===== src/rtl/riscv_mem_pkg.sv =====
// Purpose: shared FSM state encoding and default geometry for the memory arbiter.
// Latency: n/a (declarations only).
// Backpressure: n/a (declarations only).
package riscv_mem_pkg;

   localparam int ARB_DATA_WIDTH = 128;
   localparam int ARB_S_ADDR     = 23;

   typedef enum logic [1:0] {
      IDLE    = 2'd0,
      SERVE_I = 2'd1,
      SERVE_D = 2'd2
   } arb_state_t;

endpackage


===== src/rtl/riscv_arb_grant.sv =====
// Purpose: picks the icache or dcache requester; on a tie the one not granted last wins.
// Latency: purely combinational, zero cycles.
// Backpressure: none; the caller only acts on the grant while its FSM is idle.
module riscv_arb_grant
   import riscv_mem_pkg::*;
(
   input  logic i_icache_req,
   input  logic i_dcache_req,
   input  logic i_last_d,
   output logic o_grant_i,
   output logic o_grant_d
);

   // Single requester always wins; a tie goes to whoever was not granted last.
   always_comb begin
      o_grant_i = 1'b0;
      o_grant_d = 1'b0;
      if (i_icache_req && i_dcache_req) begin
         o_grant_d = ~i_last_d;
         o_grant_i =  i_last_d;
      end else begin
         o_grant_i = i_icache_req;
         o_grant_d = i_dcache_req;
      end
   end

endmodule


===== src/rtl/riscv_mem_arbiter.sv =====
// Purpose: arbitrates icache reads and dcache reads/writes onto one block memory port.
// Latency: grant at the request edge, strobe next cycle, ready one cycle after mem_ready.
// Backpressure: holds the latched transaction until mem_ready; RISCV_ARB_ROUND_ROBIN_EN enables fair ties.
module riscv_mem_arbiter
   import riscv_mem_pkg::*;
#(
   parameter int DATA_WIDTH = ARB_DATA_WIDTH,
   parameter int S_ADDR     = ARB_S_ADDR
) (
   input  logic                  i_riscv_arb_clk,
   input  logic                  i_riscv_arb_rst_n,
   input  logic                  i_riscv_arb_icache_rden,
   input  logic [S_ADDR-1:0]     i_riscv_arb_icache_addr,
   output logic                  o_riscv_arb_icache_ready,
   output logic [DATA_WIDTH-1:0] o_riscv_arb_icache_rdata,
   input  logic                  i_riscv_arb_dcache_rden,
   input  logic                  i_riscv_arb_dcache_wren,
   input  logic [S_ADDR-1:0]     i_riscv_arb_dcache_addr,
   input  logic [DATA_WIDTH-1:0] i_riscv_arb_dcache_wdata,
   output logic                  o_riscv_arb_dcache_ready,
   output logic [DATA_WIDTH-1:0] o_riscv_arb_dcache_rdata,
   output logic                  o_riscv_arb_mem_rden,
   output logic                  o_riscv_arb_mem_wren,
   output logic [S_ADDR-1:0]     o_riscv_arb_mem_addr,
   output logic [DATA_WIDTH-1:0] o_riscv_arb_mem_wdata,
   input  logic                  i_riscv_arb_mem_ready,
   input  logic [DATA_WIDTH-1:0] i_riscv_arb_mem_rdata
);

   arb_state_t            r_state;
   arb_state_t            w_next_state;
   logic [S_ADDR-1:0]     r_addr;
   logic [DATA_WIDTH-1:0] r_wdata;
   logic                  r_op_wr;
   logic                  r_icache_ready;
   logic                  r_dcache_ready;
   logic [DATA_WIDTH-1:0] r_icache_rdata;
   logic [DATA_WIDTH-1:0] r_dcache_rdata;
   logic                  w_icache_req;
   logic                  w_dcache_req;
   logic                  w_grant_i;
   logic                  w_grant_d;
   logic                  w_last_d;

   // A requester whose ready is pulsing this cycle is masked so its held request is seen as new next cycle.
   assign w_icache_req = i_riscv_arb_icache_rden & ~r_icache_ready;
   assign w_dcache_req = (i_riscv_arb_dcache_rden | i_riscv_arb_dcache_wren) & ~r_dcache_ready;

`ifdef RISCV_ARB_ROUND_ROBIN_EN
   logic r_last_d;

   // Remember who won the most recent grant; reset means "icache went last".
   always_ff @(posedge i_riscv_arb_clk or negedge i_riscv_arb_rst_n) begin
      if (!i_riscv_arb_rst_n) begin
         r_last_d <= 1'b0;
      end else if (r_state == IDLE && (w_grant_i || w_grant_d)) begin
         r_last_d <= w_grant_d;
      end
   end

   assign w_last_d = r_last_d;
`else
   // Pointer pinned to "icache went last" so every tie resolves to dcache.
   assign w_last_d = 1'b0;
`endif

   riscv_arb_grant u_grant (
      .i_icache_req (w_icache_req),
      .i_dcache_req (w_dcache_req),
      .i_last_d     (w_last_d),
      .o_grant_i    (w_grant_i),
      .o_grant_d    (w_grant_d)
   );

   // State register.
   always_ff @(posedge i_riscv_arb_clk or negedge i_riscv_arb_rst_n) begin
      if (!i_riscv_arb_rst_n) begin
         r_state <= IDLE;
      end else begin
         r_state <= w_next_state;
      end
   end

   // Next state and memory strobes; strobes come only from latched op while serving.
   always_comb begin
      w_next_state         = r_state;
      o_riscv_arb_mem_rden = 1'b0;
      o_riscv_arb_mem_wren = 1'b0;
      case (r_state)
         IDLE: begin
            if (w_grant_d)      w_next_state = SERVE_D;
            else if (w_grant_i) w_next_state = SERVE_I;
         end
         SERVE_I, SERVE_D: begin
            o_riscv_arb_mem_rden = ~r_op_wr;
            o_riscv_arb_mem_wren =  r_op_wr;
            if (i_riscv_arb_mem_ready) w_next_state = IDLE;
         end
         default: w_next_state = IDLE;
      endcase
   end

   // Latch the winner at grant, capture read data and pulse ready when memory completes.
   always_ff @(posedge i_riscv_arb_clk or negedge i_riscv_arb_rst_n) begin
      if (!i_riscv_arb_rst_n) begin
         r_addr         <= '0;
         r_wdata        <= '0;
         r_op_wr        <= 1'b0;
         r_icache_ready <= 1'b0;
         r_dcache_ready <= 1'b0;
         r_icache_rdata <= '0;
         r_dcache_rdata <= '0;
      end else begin
         r_icache_ready <= 1'b0;
         r_dcache_ready <= 1'b0;
         case (r_state)
            IDLE: begin
               if (w_grant_d) begin
                  r_addr  <= i_riscv_arb_dcache_addr;
                  r_wdata <= i_riscv_arb_dcache_wdata;
                  r_op_wr <= i_riscv_arb_dcache_wren;
               end else if (w_grant_i) begin
                  r_addr  <= i_riscv_arb_icache_addr;
                  r_wdata <= '0;
                  r_op_wr <= 1'b0;
               end
            end
            SERVE_I: begin
               if (i_riscv_arb_mem_ready) begin
                  r_icache_ready <= 1'b1;
                  r_icache_rdata <= i_riscv_arb_mem_rdata;
               end
            end
            SERVE_D: begin
               if (i_riscv_arb_mem_ready) begin
                  r_dcache_ready <= 1'b1;
                  if (!r_op_wr) r_dcache_rdata <= i_riscv_arb_mem_rdata;
               end
            end
            default: ;
         endcase
      end
   end

   assign o_riscv_arb_mem_addr     = r_addr;
   assign o_riscv_arb_mem_wdata    = r_wdata;
   assign o_riscv_arb_icache_ready = r_icache_ready;
   assign o_riscv_arb_dcache_ready = r_dcache_ready;
   assign o_riscv_arb_icache_rdata = r_icache_rdata;
   assign o_riscv_arb_dcache_rdata = r_dcache_rdata;

endmodule


===== config.mk =====
export PLATFORM = sky130hd
export DESIGN_NAME = riscv_mem_arbiter
export DESIGN_NICKNAME = d
export VERILOG_FILES = /design/src/rtl/riscv_mem_pkg.sv /design/src/rtl/riscv_arb_grant.sv /design/src/rtl/riscv_mem_arbiter.sv
export SDC_FILE = /design/constraint.sdc
export NUM_CORES = 1
export LEC_CHECK = 0
export ABC_AREA = 1
export CORE_AREA = 2 2 276 278
export DETAILED_ROUTE_END_ITERATION = 10
export DIE_AREA = 0 0 278 280
export SYNTH_ARGS = -nofsm -noshare
export SYNTH_HDL_FRONTEND = slang
export SYNTH_SLANG_ARGS = --single-unit

===== constraint.sdc =====
create_clock -name i_riscv_arb_clk -period 3.27 [get_ports i_riscv_arb_clk]
set_clock_uncertainty 0.05 [all_clocks]
set_input_delay 0.8175 -clock i_riscv_arb_clk [delete_from_list [all_inputs] [get_ports i_riscv_arb_clk]]
set_output_delay 0.8175 -clock i_riscv_arb_clk [all_outputs]
set_load 0.01 [all_outputs]

; ---- Word level (Yosys, flattened, before mapping)
; Index checks and enable logic that the tools add are counted.
[classes]
bitwise = 6
reduce_logical = 8
mux = 17
n_eq_ne = 4
[ops]
columns = operator, n
row1 = $mux 128, 2
row2 = $mux 23, 2
row3 = $mux 1, 9
row4 = $mux 2, 3
row5 = $reduce_and 2->1, 3
row6 = $pmux 2 s2, 1
row7 = $ne 3x1->1 const B, 1
row8 = $not 1->1, 3
row9 = $reduce_and 3->1, 1
row10 = $and 1x1->1, 2
row11 = $eq 2x1->1 const B, 1
row12 = $eq 2x2->1 const B, 1
row13 = $logic_not 2->1, 1
row14 = $ne 2x2->1 const B, 1
row15 = $reduce_bool 2->1, 1
row16 = $reduce_or 2->1, 1
row17 = $logic_and 1x1->1, 1
row18 = $or 1x1->1, 1
[word_totals]
in_bits = 308
regBits = 412

; ---- Logic depth before layout (Yosys ltp)
[depth]
word_depth = 7
ltp_mapped = 9
ltp_nobuf = 7

; ---- Hierarchy
; Synthesis repeated with hierarchy kept, for this count alone.
[hier_totals]
hier_cells = 1711
hier_area_um2 = 15666.3
[modules_own_cells]
columns = mod, instances, area_each_um2, cells_each
row1 = riscv_mem_arbiter, 1, 15645.0, 1706
row2 = riscv_arb_grant, 1, 21.3, 5

; ---- Worst setup path after synthesis
; Ideal clock, no wire load.
[synth_path]
path_type = input to register
start = input i_riscv_arb_dcache_rden
end = register r_wdata[100] (netlist: o_riscv_arb_mem_wdata[100])
path_slack_ns = 1.517
t_required_ns = 3.103
setup_time_ns = 0.117
path_buffers = 3
arrival_time_ns = 1.585
stages = 8
cell_sequence = inv_1 -> nand2_2 -> nand3_1 -> buf_4 -> buf_4 -> buf_6 -> nand3_1 -> nand2_1
[synth_via]
elab_chain_len = 6
word_cells_on_any_way = 8
cone_classes = 3 x mux / 2 x bitwise / 3 x reduce/logical
[synth_rtl]
columns = item, line
row1 = from (decl), riscv_mem_arbiter.sv:16  ; input logic i_riscv_arb_dcache_rden,
row2 = $or 1x1->1 (*), riscv_mem_arbiter.sv:47  ; assign w_dcache_req = (i_riscv_arb_dcache_rden | i_riscv_arb_dcache_wren) & ~r_dcache_ready;
row3 = $and 1x1->1 (*), riscv_mem_arbiter.sv:47
row4 = $logic_and 1x1->1, riscv_arb_grant.sv:18  ; if (i_icache_req && i_dcache_req) begin
row5 = $mux 1, riscv_arb_grant.sv:18
row6 = $reduce_bool 2->1 (no source line), --
row7 = $reduce_and 2->1 (no source line), --
row8 = to (signal assigned), riscv_mem_arbiter.sv:120  ; r_wdata <= i_riscv_arb_dcache_wdata;
row9 = to (decl), riscv_mem_arbiter.sv:33  ; logic [DATA_WIDTH-1:0] r_wdata;
; Every way passes the cells marked *; elsewhere a longest branch is shown, timed or not.
; A chain may end at the register's enable or synchronous reset.

; ---- Worst setup path in the final report
[layout_path]
start = register r_state[1]
end = output o_riscv_arb_mem_rden
[layout_via]
elab_chain_len = 3
word_cells_on_any_way = 4
cone_classes = 2 x eq/ne / 1 x mux / 1 x reduce/logical
[layout_rtl]
columns = item, line
row1 = from (decl), riscv_mem_arbiter.sv:30  ; arb_state_t r_state;
row2 = from (signal assigned), riscv_mem_arbiter.sv:80  ; r_state <= w_next_state;
row3 = $eq 2x1->1 / $eq 2x2->1 (equally long branches), riscv_mem_arbiter.sv:89  ; case (r_state)
row4 = $reduce_or 2->1 (*), riscv_mem_arbiter.sv:89
row5 = $mux 1 (*), riscv_mem_arbiter.sv:89
row6 = to (decl), riscv_mem_arbiter.sv:22  ; output logic o_riscv_arb_mem_rden,
; Marked as above.

==> flow_metrics.env <==
export IMPL_ys_seq_elements=412
export IMPL_wl_per_cell_um=17.1
export IMPL_critPathArrivalTime_ns=2.07
export IMPL_yosys_area_top_type="dfrtp_1"
export IMPL_final_setup_tns_ns=0
export IMPL_cts_tree="built"
export IMPL_chipHeight_um=280
export IMPL_post_cts_buffers=0
export IMPL_worstPathMaxFanout=3
export IMPL_cp_start_kind="register"
export IMPL_rsz0062_at_grt="no"
export IMPL_reg2reg_depth=8
export IMPL_crit_buf_inv=3
export IMPL_grt_pass1_vias=13900
export IMPL_syn_area_per_cell_um2=9.61
export IMPL_clk_pin_slew_worst_paths_ns=0.06
export IMPL_fin_util_pct=35.1
export IMPL_grt_total_usage_pct=14.5
export IMPL_htreeDepth=2
export IMPL_path_depth=5
export IMPL_synth_area_leaders="dfrtp_1 62%, nand2_1 14%, o21ai_2 6.3%"
export IMPL_ir_worst_vdd_uv=461
export IMPL_cts_buffer_depth=3
export IMPL_final_area_mm2=0.0264
export IMPL_min_path_type="in -> async"
export IMPL_grt_antenna_before_repair=4
export IMPL_cp_top_family="buffers and inverters"
export IMPL_cts_resized_gates=0
export IMPL_layout_common_cells="717 x clkdlybuf4s50_1, 615 x nand2_1, 412 x dfrtp_1"
export IMPL_dr_pass1_iters=5
export IMPL_wirelength_mm=58.7
export IMPL_slew_headroom_pct=53.9
export IMPL_coreArea_mm2=0.0752
export IMPL_via_per_inst=4.07
export IMPL_die_x_um=278
export IMPL_clk_latency_ns=0.56
export IMPL_tightest_slew_ns=0.692
export IMPL_yosysSeqAreaShare_pct=62.2
export IMPL_r2r_start="r_state[0]"
export IMPL_fill_cells=7657
export IMPL_drv_slew=0
export IMPL_fin_crit_sh_pct=90.0
export IMPL_synth_top_cell_area_share_pct=62.2
export IMPL_drv_cap=0
export IMPL_slowest_delay_ns=0.58
export IMPL_ctsHoldBuffers=0
export IMPL_required_ns=2.40
export IMPL_finalCriticalPeriod_ns=2.94
export IMPL_yosysWarnings=0
export IMPL_drive_above_1_share_pct=9.78
export IMPL_fp_row_count=101
export IMPL_outcome="complete, no violations"
export IMPL_r2r_slack_ns=1.32
export IMPL_cpMostUsedCell="inv_1"
export IMPL_die_area_mm2=0.0778
export IMPL_holdWs_ns=0.122
export IMPL_layout_commonest_cell="clkdlybuf4s50_1"
export IMPL_route_detailed_drc=0
export IMPL_synthDistinctLibCells=18
export IMPL_cp_cell_sequence="inv_1, ha_1, inv_1, nor2_1, clkdlybuf4s50_1"
export IMPL_multi_input_area_mm2=0.00504
export IMPL_seqCellArea_mm2=0.0103
export IMPL_crit_path_top_delay_cell="clkdlybuf4s50_1"
export IMPL_ant_nets=0
export IMPL_gp_congestion=0.816
export IMPL_final_nets=2728
export IMPL_synth_cells=1725
export IMPL_end_kind="primary output"
export IMPL_grt_max_degree=131
export IMPL_grt_pass1_wl_mm=87.8
export IMPL_grt_overflow=0
export IMPL_numPortBuffers=718
export IMPL_io_pins=719
export IMPL_power_total_mw=25.9
export IMPL_p_per_area_mw_per_mm2=981
export IMPL_numCtsBuffers=48
export IMPL_syn_area_mm2=0.0166
export IMPL_initial_core_util_pct=22.0
export IMPL_cts_root_buf="clkbuf_16"
export IMPL_fmax_ghz=0.340
export IMPL_syn_nets=2036
export IMPL_path_class="reg -> out"
export IMPL_hpwl_mm=42.8
export IMPL_crit_start="r_state[1]"
export IMPL_area_growth_pct=59.2
export IMPL_post_dp_cell_area_mm2=0.0248
export IMPL_finalHoldViolations=0
export IMPL_clkSinkCount=412
export IMPL_p_leak_nw=12.5
export IMPL_reg2reg_to="o_riscv_arb_mem_addr[22]"
export IMPL_final_setup_viol_count=0
export IMPL_first_iter_violations=878
export IMPL_dr_total_vias=14000
==> power by group <==
part           total [mW]  switching (mW)  internal, mW
sequential           8.71            1.28          7.43
combinational        11.7            5.85          5.83
clock                5.50            2.19          3.31
==> logic make-up (layout without fill, tap and decap cells) <==
kind of cell,count (synthesis),in the layout,share of synthesized area [%]
AO/OA/AOI/OAI,259,259,10.5
adder cells (fa/ha/maj),3,3,0.226
buffers and inverters,253,981,7.59
flip-flops,412,412,62.2
other,0,3,0
AND/OR/NAND/NOR,798,798,19.5
==> metal layers <==
layer	vias up	track usage, %	wire length (um)
met5	-	0	12
met3	98	3.62	3440
met2	412	24.0	28700
met4	2	5.39	1830
met1	6626	18.3	24700
li1	6841	-	-
==> flip-flops by register name, summed over array words and instances (netlist names) <==
register	count
r_op_wr	1
o_riscv_arb_icache_ready	1
o_riscv_arb_icache_rdata	128
o_riscv_arb_mem_wdata	128
o_riscv_arb_dcache_ready	1
r_state	2
o_riscv_arb_mem_addr	23
o_riscv_arb_dcache_rdata	128
==> per-stage QoR <==
stage / worst slack, ns / instances
after detailed placement: 0.322 / 3345
after floorplan: 1.52 / 1725
after CTS: 0.250 / 3431
after global placement: 0.346 / 3345
after global routing: 0.200 / 3434
final: 0.328 / 3434
==> Yosys cell counts (all sizes together) <==
master and count:
a21oi 1, ha 3, nand3 176, nand2 619, dfrtp 412, o21ai 258
inv 141, buf 78, nor2 2, clkbuf 34, or2 1
==> worst reg2reg max path, delay by kind of cell, from the launching register on <==
kind                     cells  cell delay (ns)
flip-flops                   1             0.34
adder cells (fa/ha/maj)      1             0.30
AND/OR/NAND/NOR              4             0.55
buffers and inverters        3             0.60
==> final cells by class <==
class | count | share of cell area, %
Sequential cell | 412 | 39.1
Timing Repair Buffer | 754 | 29.0
Multi-Input combinational cell | 1060 | 19.1
Clock buffer | 74 | 5.54
Tap cell | 978 | 4.64
Inverter | 141 | 2.01
Clock inverter | 12 | 0.597
Antenna cell | 3 | 0.0284
==> worst max path at each step <==
stage	slack (ns)	end
finish	0.33	o_riscv_arb_mem_rden
global route	0.20	o_riscv_arb_mem_rden
CTS	0.25	o_riscv_arb_mem_rden
detailed placement	0.32	o_riscv_arb_dcache_rdata[0]
global placement	0.35	o_riscv_arb_dcache_rdata[35]
floorplan	1.52	o_riscv_arb_mem_wdata[100]
Power figures use the tool's default switching activity.
==> RTL change 1, RTL diff (same flow settings) <==
The package constant `ARB_DATA_WIDTH` goes from 128 to 64.
--- a/src/rtl/riscv_mem_pkg.sv
+++ b/src/rtl/riscv_mem_pkg.sv
@@ -3,7 +3,7 @@
 // Backpressure: n/a (declarations only).
 package riscv_mem_pkg;
 
-   localparam int ARB_DATA_WIDTH = 128;
+   localparam int ARB_DATA_WIDTH = 64;
    localparam int ARB_S_ADDR     = 23;
 
    typedef enum logic [1:0] {
Interface: changed (5 resized); port bits go from 719 to 399. The function was not compared with the original's and may differ.
==> RTL change 1 against the unedited design <==
  * Utilization fell by 15 points
  * Synthesized cell count fell by 44%
  * Sequential cell count shrank 192
  * Total power is 47% lower
  * Via count down 44%
  * Synthesized area decreased by 48%
  * Combinational power fell by 47%
  * Worst setup slack gained 0.086 ns
  * Count of clock-buffer cells in the layout fell by 37
  * Sequential power shrank 47%
  * Design area fell by 44%
  * Routed wire length down 47%
  * Register-to-register slack lost 0.38 ns
  * Critical endpoint unchanged
==> RTL change 1: results (changes against the unedited design) <==
numCtsBuffers: 26  # was 48
nonClkBufAreaFrac: 0.2872  # was 0.2903
place_area_um2: 13930  # was 24770 µm²
cts.sinks: 220  # was 412
numPortBuffers: 398  # was 718
diodes: 0  # was 3
place_inst: 2306  # was 3345
critPathArrivalTime_ns: 1.99  # was 2.07 ns
r2r_setup_slack_ns: 0.94  # was 1.32 ns
n_fill_cell: 8268  # was 7657
seqAreaFraction: 0.3723  # was 0.3906
drive_gt1_frac: 0.04956  # was 0.09784
clk_share: 0.05796  # was 0.06134
drt-initial-drc-count: 329  # was 878
wl_um: 30820  # was 58690 µm
status: "completed"  # unchanged
antenna_found_initial: 1  # was 4
synth_nets: 1153  # was 2036
ir_drop_uv: 383.5  # was 460.7 µV
multi_input_area_share: 0.1803  # was 0.1910
grt_pass1_wl_um: 46250  # was 87770 µm
nets: 1539  # was 2728
grt_start_max_net_pins: 95  # was 131
yosysSeqAreaShare: 0.6334  # was 0.6219
hpwlAfterDp_um: 22170  # was 42850 µm
num_vias: 7788  # was 13980
syn_area_per_cell_um2: 8.961  # was 9.611 µm²
gp_congestion: 0.7351  # was 0.8158
multi_input_cells: 612  # was 1060
nNonClkBuffers: 419  # was 754
final_cells: 2350  # was 3434
post_synth_num_cell_types: 17  # was 18
whs_ns: 0.1868  # was 0.1218 ns
fin_crit_ns: 2.856  # was 2.942 ns
tightest_slew_ns: 1.054  # was 0.6919 ns
dp_slack_ns: 0.6057  # was 0.3223 ns
clkbuf_count: 37  # was 74
synthTopCellsByArea: "dfrtp_1 (63%), nand2_1 (16%), o21ai_0 (6.6%)"  # was dfrtp_1 (62%), nand2_1 (14%), o21ai_2 (6.3%)
ys_top_cells_by_count: "nand2_1 (362), dfrtp_1 (220), o21ai_0 (114)"  # was nand2_1 (616), dfrtp_1 (412), nand3_1 (176)
num-nonclk-inverters: 77  # was 141
RTL change 1: cell types whose count changed after synthesis, sizes merged:
cell	before	now
nand3	176	112
o21ai	258	130
dfrtp	412	220
inv	141	76
nand2	619	363
clkbuf	34	42
buf	78	19
clkinv	0	1
RTL change 1: routing by layer:
layer | share of wire | track usage | wire length (µm) | up-vias
met2 | 0.47 | 0.1256 | 14330 | 256
li1 | - | - | - | 3843
met1 | 0.43 | 0.09220 | 13230 | 3640
met3 | 0.078 | 0.02298 | 2408 | 47
met4 | 0.027 | 0.02717 | 831 | 2
met5 | 0.00042 | 0 | 13 | -
RTL change 1: path summary, 6_finish.rpt:
kind	from	cells after the start	to
min in group i_riscv_arb_clk	o_riscv_arb_icache_rdata[33]	2	o_riscv_arb_icache_rdata[33]
worst max register to register	o_riscv_arb_dcache_ready	6	o_riscv_arb_mem_wdata[23]
worst min-delay path	i_riscv_arb_rst_n	1	o_riscv_arb_icache_rdata[52]
worst max-delay path	r_state[0]	5	o_riscv_arb_mem_rden
max in group asynchronous	i_riscv_arb_rst_n	2	o_riscv_arb_mem_wdata[63]
worst min register to register	o_riscv_arb_icache_rdata[33]	2	o_riscv_arb_icache_rdata[33]
RTL change 1: kinds of logic (layout without fill, tap and decap cells):
family	Yosys count	count (layout)	share of synthesized area
AO/OA/AOI/OAI	131	131	0.07543
AND/OR/NAND/NOR	478	478	0.2237
buffers and inverters	138	540	0.06319
flip-flops	220	220	0.6334
adder cells (fa/ha/maj)	3	3	0.004319
RTL change 1: power by group:
| group | switching (mW) | internal (mW) | leakage (nW) |
|---|---|---|---|
| Clock | 1.17 | 1.76 | 0.415 |
| Combinational | 3.06 | 3.09 | 3.61 |
| Sequential | 0.666 | 3.97 | 2.76 |
| Total | 4.90 | 8.83 | 6.79 |
==> RTL change 2, RTL diff (same flow settings) <==
Without the edit above. Build with the macro `RISCV_ARB_ROUND_ROBIN_EN` defined.
--- a/src/rtl/riscv_mem_arbiter.sv
+++ b/src/rtl/riscv_mem_arbiter.sv
@@ -1,6 +1,8 @@
 // Purpose: arbitrates icache reads and dcache reads/writes onto one block memory port.
 // Latency: grant at the request edge, strobe next cycle, ready one cycle after mem_ready.
 // Backpressure: holds the latched transaction until mem_ready; RISCV_ARB_ROUND_ROBIN_EN enables fair ties.
+`define RISCV_ARB_ROUND_ROBIN_EN
+
 module riscv_mem_arbiter
    import riscv_mem_pkg::*;
 #(
Function: not settled (the Yosys comparison gave no result); the edit may change what the design does.
==> RTL change 2 against the unedited design <==
  * Sequential cell count increased by 1
  * Non-clock buffer count increased by 9
  * Total power decreased by 6.2%
  * Worst setup slack got worse by 0.027 ns
  * Sequential share of layout area increased by 1.2 points
  * Design area decreased by 2.8%
  * Synthesized cell count decreased by 0.93%
  * Routed wire length decreased by 5.4%
  * Critical endpoint unchanged
  * Largest cell class unchanged
  * Synthesized area decreased by 5.4%
==> RTL change 2: results (changes against the unedited design) <==
ys_top_cells_by_count: "nand2_1 (769), dfrtp_1 (413), o21ai_0 (258)"  # was nand2_1 (616), dfrtp_1 (412), nand3_1 (176)
hpwlAfterDp_um: 41450  # was 42850 µm
synth_nets: 2020  # was 2036
wl_per_cell_um: 16.15  # was 17.09 µm
gp_congestion: 0.7886  # was 0.8158
track_usage: 0.1384  # was 0.1453
nNonClkBuffers: 763  # was 754
ir_drop_uv: 591.7  # was 460.7 µV
use_met2: 0.2345  # was 0.2403
switchingPower_mw: 8.535  # was 9.327 mW
use_met1: 0.1627  # was 0.1832
multi_input_area_share: 0.1723  # was 0.1910
cts.sinks: 413  # was 412
place_inst: 3356  # was 3345
grt_pass1_wl_um: 83900  # was 87770 µm
numCtsBuffers: 46  # was 48
p_leak_nw: 12.27  # was 12.46 nW
seqAreaFraction: 0.4027  # was 0.3906
tightest_slew_ns: 0.7707  # was 0.6919 ns
drive_gt1_frac: 0.04923  # was 0.09784
status: "completed"  # unchanged
yosysSeqAreaShare: 0.6591  # was 0.6219
drt-initial-drc-count: 604  # was 878
nonClkBufAreaFrac: 0.2997  # was 0.2903
grt_start_max_net_pins: 154  # was 131
p_seq_frac: 0.356  # was 0.337
synth_fa_ha_area_frac: 0.002394  # was 0.002264
num_vias: 13590  # was 13980
clk_share: 0.05733  # was 0.06134
synthTopCellsByArea: "dfrtp_1 (66%), nand2_1 (18%), o21ai_0 (8.2%)"  # was dfrtp_1 (62%), nand2_1 (14%), o21ai_2 (6.3%)
nets: 2737  # was 2728
max_stage_delay_ns: 0.60  # was 0.58 ns
critPathArrivalTime_ns: 2.10  # was 2.07 ns
[RTL change 2: cell count changes after synthesis, sizes merged]
cell,delta
nand2,+152
nand3,-151
dfrtp,+1
nand4,+1
nor2,+2
buf,-38
a21oi,-1
clkbuf,+20
inv,-3
o21bai,+1
[RTL change 2: kinds of logic (layout without fill, tap and decap cells)]
family,Yosys count,after routing
AOI/OAI and AO/OA,259,259
buffers and inverters,232,981
DFF,413,413
adders and majority gates,3,3
and+or+nand+nor,802,802
other,0,1
[RTL change 2: metrics by stage]
stage                     hold slack [ns]  cell area, µm²  power [mW]    util
after detailed placement           0.4135           24190       19.36  0.3217
after global placement             0.4116           24190       19.26  0.3217
final                              0.1871           25670       24.30  0.3413
after global routing               0.1780           25670       25.97  0.3413
after CTS                          0.1564           25660       24.69  0.3413
after floorplan                    0.4037           15680       12.75       -
[RTL change 2: critical path: cells and delay by family, from the launching register on]
family,cells,cell delay [ns]
and+or+nand+nor,1,0.14
DFF,1,0.37
buffers and inverters,3,0.72
adders and majority gates,1,0.30
